--- src/rtl/output_vc_controller_bank_if.sv ---
// Crossbar-side flit/credit/grant bundle and allocator-side status
// for one output port's bank of VC controllers.
interface output_vc_controller_bank_if #(
   parameter int DW = 32,
   parameter int VC_NUM = 4,
   parameter int BUF_DEPTH = 4
);
   localparam int CW = $clog2(BUF_DEPTH + 1);

   logic                   valid;
   logic [DW-1:0]          data;
   logic [VC_NUM-1:0]      credit_upd;
   logic [VC_NUM-1:0]      outVCAvailableReset;
   logic [VC_NUM-1:0]      outVCAvailable;
   logic [VC_NUM-1:0]      outVCReady;
   logic [VC_NUM*CW-1:0]   credit_cnt;
   logic [VC_NUM-1:0]      err_overflow;
   logic [VC_NUM-1:0]      err_underflow;
   logic                   err_bad_vcid;

   modport master (
      output valid,
      output data,
      output credit_upd,
      output outVCAvailableReset,
      input  outVCAvailable,
      input  outVCReady,
      input  credit_cnt,
      input  err_overflow,
      input  err_underflow,
      input  err_bad_vcid
   );

   modport slave (
      input  valid,
      input  data,
      input  credit_upd,
      input  outVCAvailableReset,
      output outVCAvailable,
      output outVCReady,
      output credit_cnt,
      output err_overflow,
      output err_underflow,
      output err_bad_vcid
   );
endinterface

--- src/rtl/output_vc_controller_bank.sv ---
// Per-output-port bank of VC controllers: saturating credit counters,
// availability flags and sticky protocol-error flags, one lane per VC.
module output_vc_controller_bank #(
   parameter int DW = 32,
   parameter int VC_NUM = 4,
   parameter int BUF_DEPTH = 4,
   parameter int CREDIT_LBOUND = 0,
   parameter int CREDIT_DELAY = 1,
   parameter logic [1:0] TAIL_CODE = 2'b10,
   parameter logic [1:0] SINGLE_CODE = 2'b11
) (
   input logic clk,
   input logic rstn,
   output_vc_controller_bank_if.slave bus
);
   localparam int CW = $clog2(BUF_DEPTH + 1);
   localparam logic [CW-1:0] FULL = CW'(BUF_DEPTH);
   localparam logic [CW-1:0] ONE = CW'(1);

   logic [1:0] vcid;
   logic [1:0] ftype;
   logic       vc_ok;
   logic       is_last;
   logic       unused_payload;

   logic [VC_NUM-1:0]         send;
   logic [VC_NUM-1:0]         cred;
   logic [VC_NUM-1:0]         ready;
   logic [VC_NUM-1:0][CW-1:0] cnt_d, cnt_q;
   logic [VC_NUM-1:0]         avail_d, avail_q;
   logic [VC_NUM-1:0]         ovf_d, ovf_q;
   logic [VC_NUM-1:0]         unf_d, unf_q;
   logic                      bad_d, bad_q;

   assign vcid    = bus.data[DW-1:DW-2];
   assign ftype   = bus.data[DW-3:DW-4];
   assign vc_ok   = int'(vcid) < VC_NUM;
   assign is_last = (ftype == TAIL_CODE) || (ftype == SINGLE_CODE);
   assign unused_payload = ^bus.data[DW-5:0];

   generate
      if (CREDIT_DELAY == 0) begin : g_direct
         assign cred = bus.credit_upd;
      end else begin : g_delay
         // One-cycle return path models the wire delay back from downstream
         logic [VC_NUM-1:0] cu_d, cu_q;
         assign cu_d = bus.credit_upd;
         always_ff @(posedge clk) begin
            if (!rstn) cu_q <= '0;
            else       cu_q <= cu_d;
         end
         assign cred = cu_q;
      end
   endgenerate

   always_comb begin
      send = '0;
      for (int i = 0; i < VC_NUM; i++)
         send[i] = bus.valid && (int'(vcid) == i);
   end

   always_comb begin
      cnt_d   = cnt_q;
      avail_d = avail_q;
      ovf_d   = ovf_q;
      unf_d   = unf_q;
      bad_d   = bad_q | (bus.valid & ~vc_ok);
      for (int i = 0; i < VC_NUM; i++) begin
         // A send and a credit in the same cycle cancel out
         unique case (1'b1)
            send[i] && !cred[i]: begin
               if (cnt_q[i] == '0) unf_d[i] = 1'b1;
               else                cnt_d[i] = cnt_q[i] - ONE;
            end
            cred[i] && !send[i]: begin
               if (cnt_q[i] == FULL) ovf_d[i] = 1'b1;
               else                  cnt_d[i] = cnt_q[i] + ONE;
            end
            default: ;
         endcase
         // Grant beats a departing tail so the VC can be reclaimed at once
         if (bus.outVCAvailableReset[i])
            avail_d[i] = 1'b0;
         else if (send[i] && is_last)
            avail_d[i] = 1'b1;
      end
   end

   always_ff @(posedge clk) begin
      if (!rstn) begin
         for (int i = 0; i < VC_NUM; i++)
            cnt_q[i] <= FULL;
         avail_q <= '1;
         ovf_q   <= '0;
         unf_q   <= '0;
         bad_q   <= 1'b0;
      end else begin
         cnt_q   <= cnt_d;
         avail_q <= avail_d;
         ovf_q   <= ovf_d;
         unf_q   <= unf_d;
         bad_q   <= bad_d;
      end
   end

   always_comb begin
      ready = '0;
      for (int i = 0; i < VC_NUM; i++)
         ready[i] = int'(cnt_q[i]) > CREDIT_LBOUND;
   end

   assign bus.credit_cnt     = cnt_q;
   assign bus.outVCAvailable = avail_q;
   assign bus.outVCReady     = ready;
   assign bus.err_overflow   = ovf_q;
   assign bus.err_underflow  = unf_q;
   assign bus.err_bad_vcid   = bad_q;
endmodule

--- src/flat_wrapper.sv ---
// flat-port wrapper written by rule: the top's interface ports become plain ports
module output_vc_controller_bank_flat 
#(
   parameter int DW = 32,
   parameter int VC_NUM = 4,
   parameter int BUF_DEPTH = 4,
   parameter int CREDIT_LBOUND = 0,
   parameter int CREDIT_DELAY = 1,
   parameter logic [1:0] TAIL_CODE = 2'b10,
   parameter logic [1:0] SINGLE_CODE = 2'b11
)
  (clk, rstn, bus_valid, bus_data, bus_credit_upd, bus_outVCAvailableReset, bus_outVCAvailable, bus_outVCReady, bus_credit_cnt, bus_err_overflow, bus_err_underflow, bus_err_bad_vcid);
  output_vc_controller_bank_if #(.DW(DW), .VC_NUM(VC_NUM), .BUF_DEPTH(BUF_DEPTH)) bus_i ();
  input logic clk;
  input logic rstn;
  input wire logic [$bits(bus_i.valid)-1:0] bus_valid;
  input wire logic [$bits(bus_i.data)-1:0] bus_data;
  input wire logic [$bits(bus_i.credit_upd)-1:0] bus_credit_upd;
  input wire logic [$bits(bus_i.outVCAvailableReset)-1:0] bus_outVCAvailableReset;
  output wire logic [$bits(bus_i.outVCAvailable)-1:0] bus_outVCAvailable;
  output wire logic [$bits(bus_i.outVCReady)-1:0] bus_outVCReady;
  output wire logic [$bits(bus_i.credit_cnt)-1:0] bus_credit_cnt;
  output wire logic [$bits(bus_i.err_overflow)-1:0] bus_err_overflow;
  output wire logic [$bits(bus_i.err_underflow)-1:0] bus_err_underflow;
  output wire logic [$bits(bus_i.err_bad_vcid)-1:0] bus_err_bad_vcid;
  assign bus_i.valid = bus_valid;
  assign bus_i.data = bus_data;
  assign bus_i.credit_upd = bus_credit_upd;
  assign bus_i.outVCAvailableReset = bus_outVCAvailableReset;
  assign bus_outVCAvailable = bus_i.outVCAvailable;
  assign bus_outVCReady = bus_i.outVCReady;
  assign bus_credit_cnt = bus_i.credit_cnt;
  assign bus_err_overflow = bus_i.err_overflow;
  assign bus_err_underflow = bus_i.err_underflow;
  assign bus_err_bad_vcid = bus_i.err_bad_vcid;
  output_vc_controller_bank #(.DW(DW), .VC_NUM(VC_NUM), .BUF_DEPTH(BUF_DEPTH), .CREDIT_LBOUND(CREDIT_LBOUND), .CREDIT_DELAY(CREDIT_DELAY), .TAIL_CODE(TAIL_CODE), .SINGLE_CODE(SINGLE_CODE)) u_core (.clk(clk), .rstn(rstn), .bus(bus_i));
endmodule
--- config.mk ---
export PLATFORM = sky130hd
export DESIGN_NAME = output_vc_controller_bank_flat
export DESIGN_NICKNAME = d
export VERILOG_FILES = /design/src/rtl/output_vc_controller_bank_if.sv /design/src/rtl/output_vc_controller_bank.sv /design/src/flat_wrapper.sv
export SDC_FILE = /design/constraint.sdc
export NUM_CORES = 1
export LEC_CHECK = 0
export ABC_AREA = 1
export ABC_CLOCK_PERIOD_IN_PS = 3050
export CAP_MARGIN = 30
export CORE_AREA = 5 5 63 65
export CTS_CLUSTER_DIAMETER = 40
export CTS_CLUSTER_SIZE = 16
export DETAILED_ROUTE_END_ITERATION = 12
export DIE_AREA = 0 0 68 70
export HOLD_SLACK_MARGIN = 0.12
export PLACE_DENSITY = 0.84
export SKIP_LAST_GASP = 1
export SLEW_MARGIN = 20
export SYNTH_ARGS = -nofsm -noshare
export SYNTH_HDL_FRONTEND = slang
export SYNTH_SLANG_ARGS = --single-unit
--- constraint.sdc ---
create_clock -name clk -period 3.05 [get_ports clk]
set_clock_uncertainty 0.15 [all_clocks]
set_input_delay 0.4575 -clock clk [delete_from_list [all_inputs] [get_ports clk]]
set_output_delay 0.4575 -clock clk [all_outputs]
set_load 0.05 [all_outputs]
Word-level counts from Yosys, hierarchy flattened. Index checks and enable logic that the tools add are counted.

Bits in registers: 28. Output and inout port bits: 29. Input port bits: 43.

Add/sub/neg operators: 8. Magnitude comparators: 4. Reductions and logical operators: 50. Muxes and demuxes: 20. Equality and inequality tests: 17.

Operator list (count): 3-bit 2-to-1 mux (8); 3-bit case mux with 2 select lines (4); 1-bit logical AND (16); 2-bit inequality test, second input constant (8); 2-bit AND reduction (8); 2-bit nonzero test (8); 3-bit by 1-bit adder with 3-bit output, second input constant (4); 3-bit == test, second input constant (4); 3-bit by 1-bit greater-than comparator with 1-bit output, second input constant (4); 3-bit logical NOT (4); 3-bit AND reduction (4); 3-bit by 1-bit subtractor with 3-bit output, second input constant (4); 2-bit == test, second input constant (4); 1-bit logical NOT (8); 1-bit 2-to-1 mux (8); 2-bit by 1-bit == test with 1-bit output, second input constant (1); 2-bit logical NOT (1); 1-bit logical OR (1).

Longest topological paths before layout.
Word-level depth: 6. Gate-level depth with buffers: 11.

Worst setup path before layout. No wires, ideal clock.

Kind: flip-flop to flip-flop. Start: register u_core.cnt_q, in the netlist u_core.bus.credit_cnt[6]. End: register u_core.cnt_q, in the netlist u_core.bus.credit_cnt[8]. Cell stages (with the launch flop): 8. Arrival time: 1.796 ns. Library setup time: 0.133 ns. Setup slack: 0.971 ns. Cells stage by stage: dfxtp_1 -> inv_1 -> nand3_1 -> nand3_1 -> nand2_2 -> nand2_1 -> nand2_1 -> nand3_1.

Word-level cells in the longest chain between the ends: 3. Elaborated cells between the ends (all ways): 10. Those cells by class: add/sub: 2; eq/ne: 3; mux: 3; reduce/logical: 2.

Ends and longest elaborated chain: start, declared (RTL line output_vc_controller_bank.sv:29) `logic [VC_NUM-1:0][CW-1:0] cnt_d, cnt_q;`; start signal, assigned (RTL line output_vc_controller_bank.sv:98) `cnt_q <= cnt_d;`; 3-bit by 1-bit adder with 3-bit output (tied with other cells) (RTL line output_vc_controller_bank.sv:77) `else cnt_d[i] = cnt_q[i] + ONE;`; 3-bit 2-to-1 mux (tied with other cells) (RTL line output_vc_controller_bank.sv:76) `if (cnt_q[i] == FULL) ovf_d[i] = 1'b1;`; 3-bit case mux with 2 select lines or 3-bit AND reduction (tied branches).

Several ways; a longest one is shown, not always the timed one. The select of a mux whose other input is x is not followed. A chain may end at the register's enable or synchronous reset.

Worst setup path in the final report.
Start: register u_core.cnt_q, in the netlist u_core.bus.credit_cnt[6]. End: output port bus_outVCReady[2].

Word-level cells in the longest chain between the ends: 1.

Ends and longest elaborated chain: 3-bit by 1-bit greater-than comparator with 1-bit output (RTL line output_vc_controller_bank.sv:109) `ready[i] = int'(cnt_q[i]) > CREDIT_LBOUND;`; end, declared (RTL line flat_wrapper.sv:21) `output wire logic [$bits(bus_i.outVCReady)-1:0] bus_outVCReady;`.

No other way between the ends.

==> impl_metrics.py <==
metrics = {
    "worst_setup_path": {
        "end_kind": "output pin",
        "r2r_end": "u_core.bus.credit_cnt[11]$_SDFFE_PN1P_",
        "max_stage_delay_ps": 820,
        "crit_type": "flop to output pin",
        "slowest_stage": "clkdlybuf4s50_1",
        "critPathRequiredTime_ps": 2440,
        "cp_cell_sequence": "inv_1 -> nand3_1 -> clkdlybuf4s50_1",
        "rr_worst_depth": 8,
        "critPathArrivalTime_ps": 1810,
        "worst_setup_path_start_kind": "flop",
        "timing.rr.start": "u_core.cred[3]$_SDFF_PN0_",
        "path_max_fanout": 4,
        "worst-r2r-setup-slack_ps": 1580,
    },
    "global_routing": {
        "grt_pass1_vias": 1247,
        "grt-ovfl-total": 0,
        "grt_pass1_wl_mm": 5.04,
        "grt.total_usage_pct": 13.2,
        "grt_max_degree": 20,
        "antenna_found_initial": 0,
    },
    "die": {
        "coreArea_um2": 3280,
        "die_area_um2": 4760,
        "pin_count": 72,
        "die_w_um": 68,
        "dieHeight_um": 70,
        "initial_utilization_pct": 41.5,
        "row_count": 21,
    },
    "logic_synthesis": {
        "avgSynthCellArea_um2": 6.88,
        "synth_top_area_share_pct": 41.1,
        "async_reset_ff_share_pct": 0,
        "synth_common_cells": "nand2_1 (52), nor2_1 (38), dfxtp_1 (28)",
        "yosysUniqueCellTypes": 22,
        "ys_seq_area_share_pct": 41.1,
        "synth.area.top_cells": "dfxtp_1 (41%), nand2_1 (14%), nor2_1 (10%)",
        "synth_top_area_cell": "dfxtp_1",
        "ys_seq_elements": 28,
        "synth_flop_cell": "dfxtp_1",
        "synth_most_common_cell": "nand2_1",
        "syn_inst": 198,
        "syn-num-nets": 245,
        "syn_area_um2": 1360,
        "synth-edff-count": 0,
        "ys_warn_count": 0,
    },
    "route": {
        "drt_iter0_drc": 83,
        "drc": 0,
        "post_drt_via_cell_ratio": 4.59,
        "post_drt_wl_per_cell_um": 10.1,
        "vias": 1316,
        "firstDrtPassIters": 4,
        "ant_nets": 0,
        "wl_mm": 2.89,
    },
    "clock_tree": {
        "htreeDepth": 1,
        "cts_hold_buf": 0,
        "clockRootBuffer": "clkbuf_4",
        "clk_pin_slew_ps": 160,
        "clkSinkCount": 28,
        "numCtsBuffers": 3,
        "insertion_delay_ps": 330,
        "clockBufferDepth": 2,
        "post_cts_buffers": 0,
        "cts_tree": "built",
        "cts-resized-gates": 0,
    },
    "sta": {
        "worst_slew_pin_slew_ps": 509,
        "hold_viol": 0,
        "rsz0062_at_grt": "false",
        "timing.slew.headroom_pct": 65.9,
        "slew_violations": 0,
        "setup_violations": 0,
        "min_period_over_period_pct": 79.3,
        "fin_setup_tns_ps": 0,
        "period_needed_ps": 2420,
        "max_clock_freq_mhz": 413,
    },
    "min_path": {
        "hold_path_class": "flop to flop",
        "hold_end": "u_core.bus.outVCAvailable[0]$_SDFFE_PN1P_",
        "hold_path_depth": 2,
        "hold_path.startpoint": "u_core.bus.outVCAvailable[0]$_SDFFE_PN1P_",
    },
    "status": {
        "status": "completed",
    },
    "placed_design": {
        "io_buffers": 41,
        "dp.cells": 283,
        "dpl.hpwl_mm": 2.32,
        "place.gp.congestion": 0.829,
    },
    "finish": {
        "finish.utilization_pct": 57.1,
        "antenna_cells": 0,
        "layout.nets": 289,
        "finalNonFillerCells": 287,
        "drive_gt1_share_pct": 7.88,
        "syn2layout_area_growth_pct": 37.6,
    },
    "power": {
        "p_total_uw": 989,
        "p_per_area_nw_per_um2": 528,
        "vdd.ir_drop.worst_mv": 0.257,
        "power.leakage_nw": 0.882,
    },
    "flow_run": {
        "drv_cap": 0,
    },
}
==> routing by layer <==
metal  up-vias  global-route usage [%]  routed length, um
li1        687                       -                  -
met1       600                    15.6               1240
met2        27                    22.9               1470
met3         2                    2.88                168
met4         0                    4.42                 12
met5         -                       0                  0
==> cell families (layout without fill, tap and decap cells) <==
kind of cell               count (synthesis)  after routing  synth area share, %
AOI/OAI and AO/OA                         13             13                 5.69
and+or+nand+nor                          122            122                 38.4
buffers and inverters                     30             73                 8.63
other                                      1              1                0.275
DFF                                       28             28                 41.1
adders and majority gates                  4              4                 5.88
==> state kept, by name, indices dropped and copies added (netlist names) <==
signal,flops
u_core.bus.credit_cnt,12
u_core.bus.err_overflow,4
u_core.bus.err_underflow,4
u_core.bus.outVCAvailable,4
u_core.cred,4
==> per-stage QoR <==
stage          worst slack, ps  hold WS [ps]  cell area [um2]
6_report                   631           334             1870
3_3_place_gp               761           296             1820
4_1_cts                    606           339             1870
3_5_place_dp               737           305             1820
5_1_grt                    520           354             1870
2_1_floorplan              971           404             1360
==> worst max-delay path, delay by kind of cell (launching register included) <==
family,cells,cell delay (ps)
AND/OR/NAND/NOR,1,130
flip-flops,1,440
buffers and inverters,2,910
==> worst max-delay path by stage <==
stage / startpoint / endpoint / slack (ps)
floorplan: u_core.bus.credit_cnt[6]$_SDFFE_PN0P_ / u_core.bus.credit_cnt[8]$_SDFFE_PN1P_ / 970
global placement: bus_data[30] / u_core.bus.credit_cnt[8]$_SDFFE_PN1P_ / 760
detailed placement: bus_data[30] / u_core.bus.credit_cnt[8]$_SDFFE_PN1P_ / 740
CTS: u_core.bus.credit_cnt[6]$_SDFFE_PN0P_ / bus_outVCReady[2] / 610
global route: u_core.bus.credit_cnt[6]$_SDFFE_PN0P_ / bus_outVCReady[2] / 520
finish: u_core.bus.credit_cnt[6]$_SDFFE_PN0P_ / bus_outVCReady[2] / 630
==> area by class of cell <==
cell class,count,area (um2)
tap,46,57.6
inverter,27,101
sequential,28,561
clock buffer,3,22.5
fill,331,1410
clock inverter,1,30.0
multi-input combinational,140,684
timing repair buffer,42,418
==> power by group <==
group / internal (mW) / total, mW / switching (mW)
sequential: 0.395 / 0.422 / 0.0275
combinational: 0.113 / 0.321 / 0.208
clock: 0.133 / 0.245 / 0.112
total: 0.641 / 0.989 / 0.348
==> cell usage in the layout, fill, tap and decap left out <==
master,n
nand3b_1,1
conb_1,1
clkbuf_4,3
bufinv_16,1
nand2_2,8
nand3_1,15
nor3_1,4
o21bai_1,3
o21ai_2,1
fa_1,4
buf_4,1
inv_2,1
inv_1,25
a21oi_1,5
nand2_1,52
nor2_1,38
a31oi_1,1
clkinv_1,1
clkdlybuf4s50_1,41
nor2_2,2
nand3_2,2
dfxtp_1,28
o21ai_0,3
No activity file was read; power rests on OpenSTA's default activity.
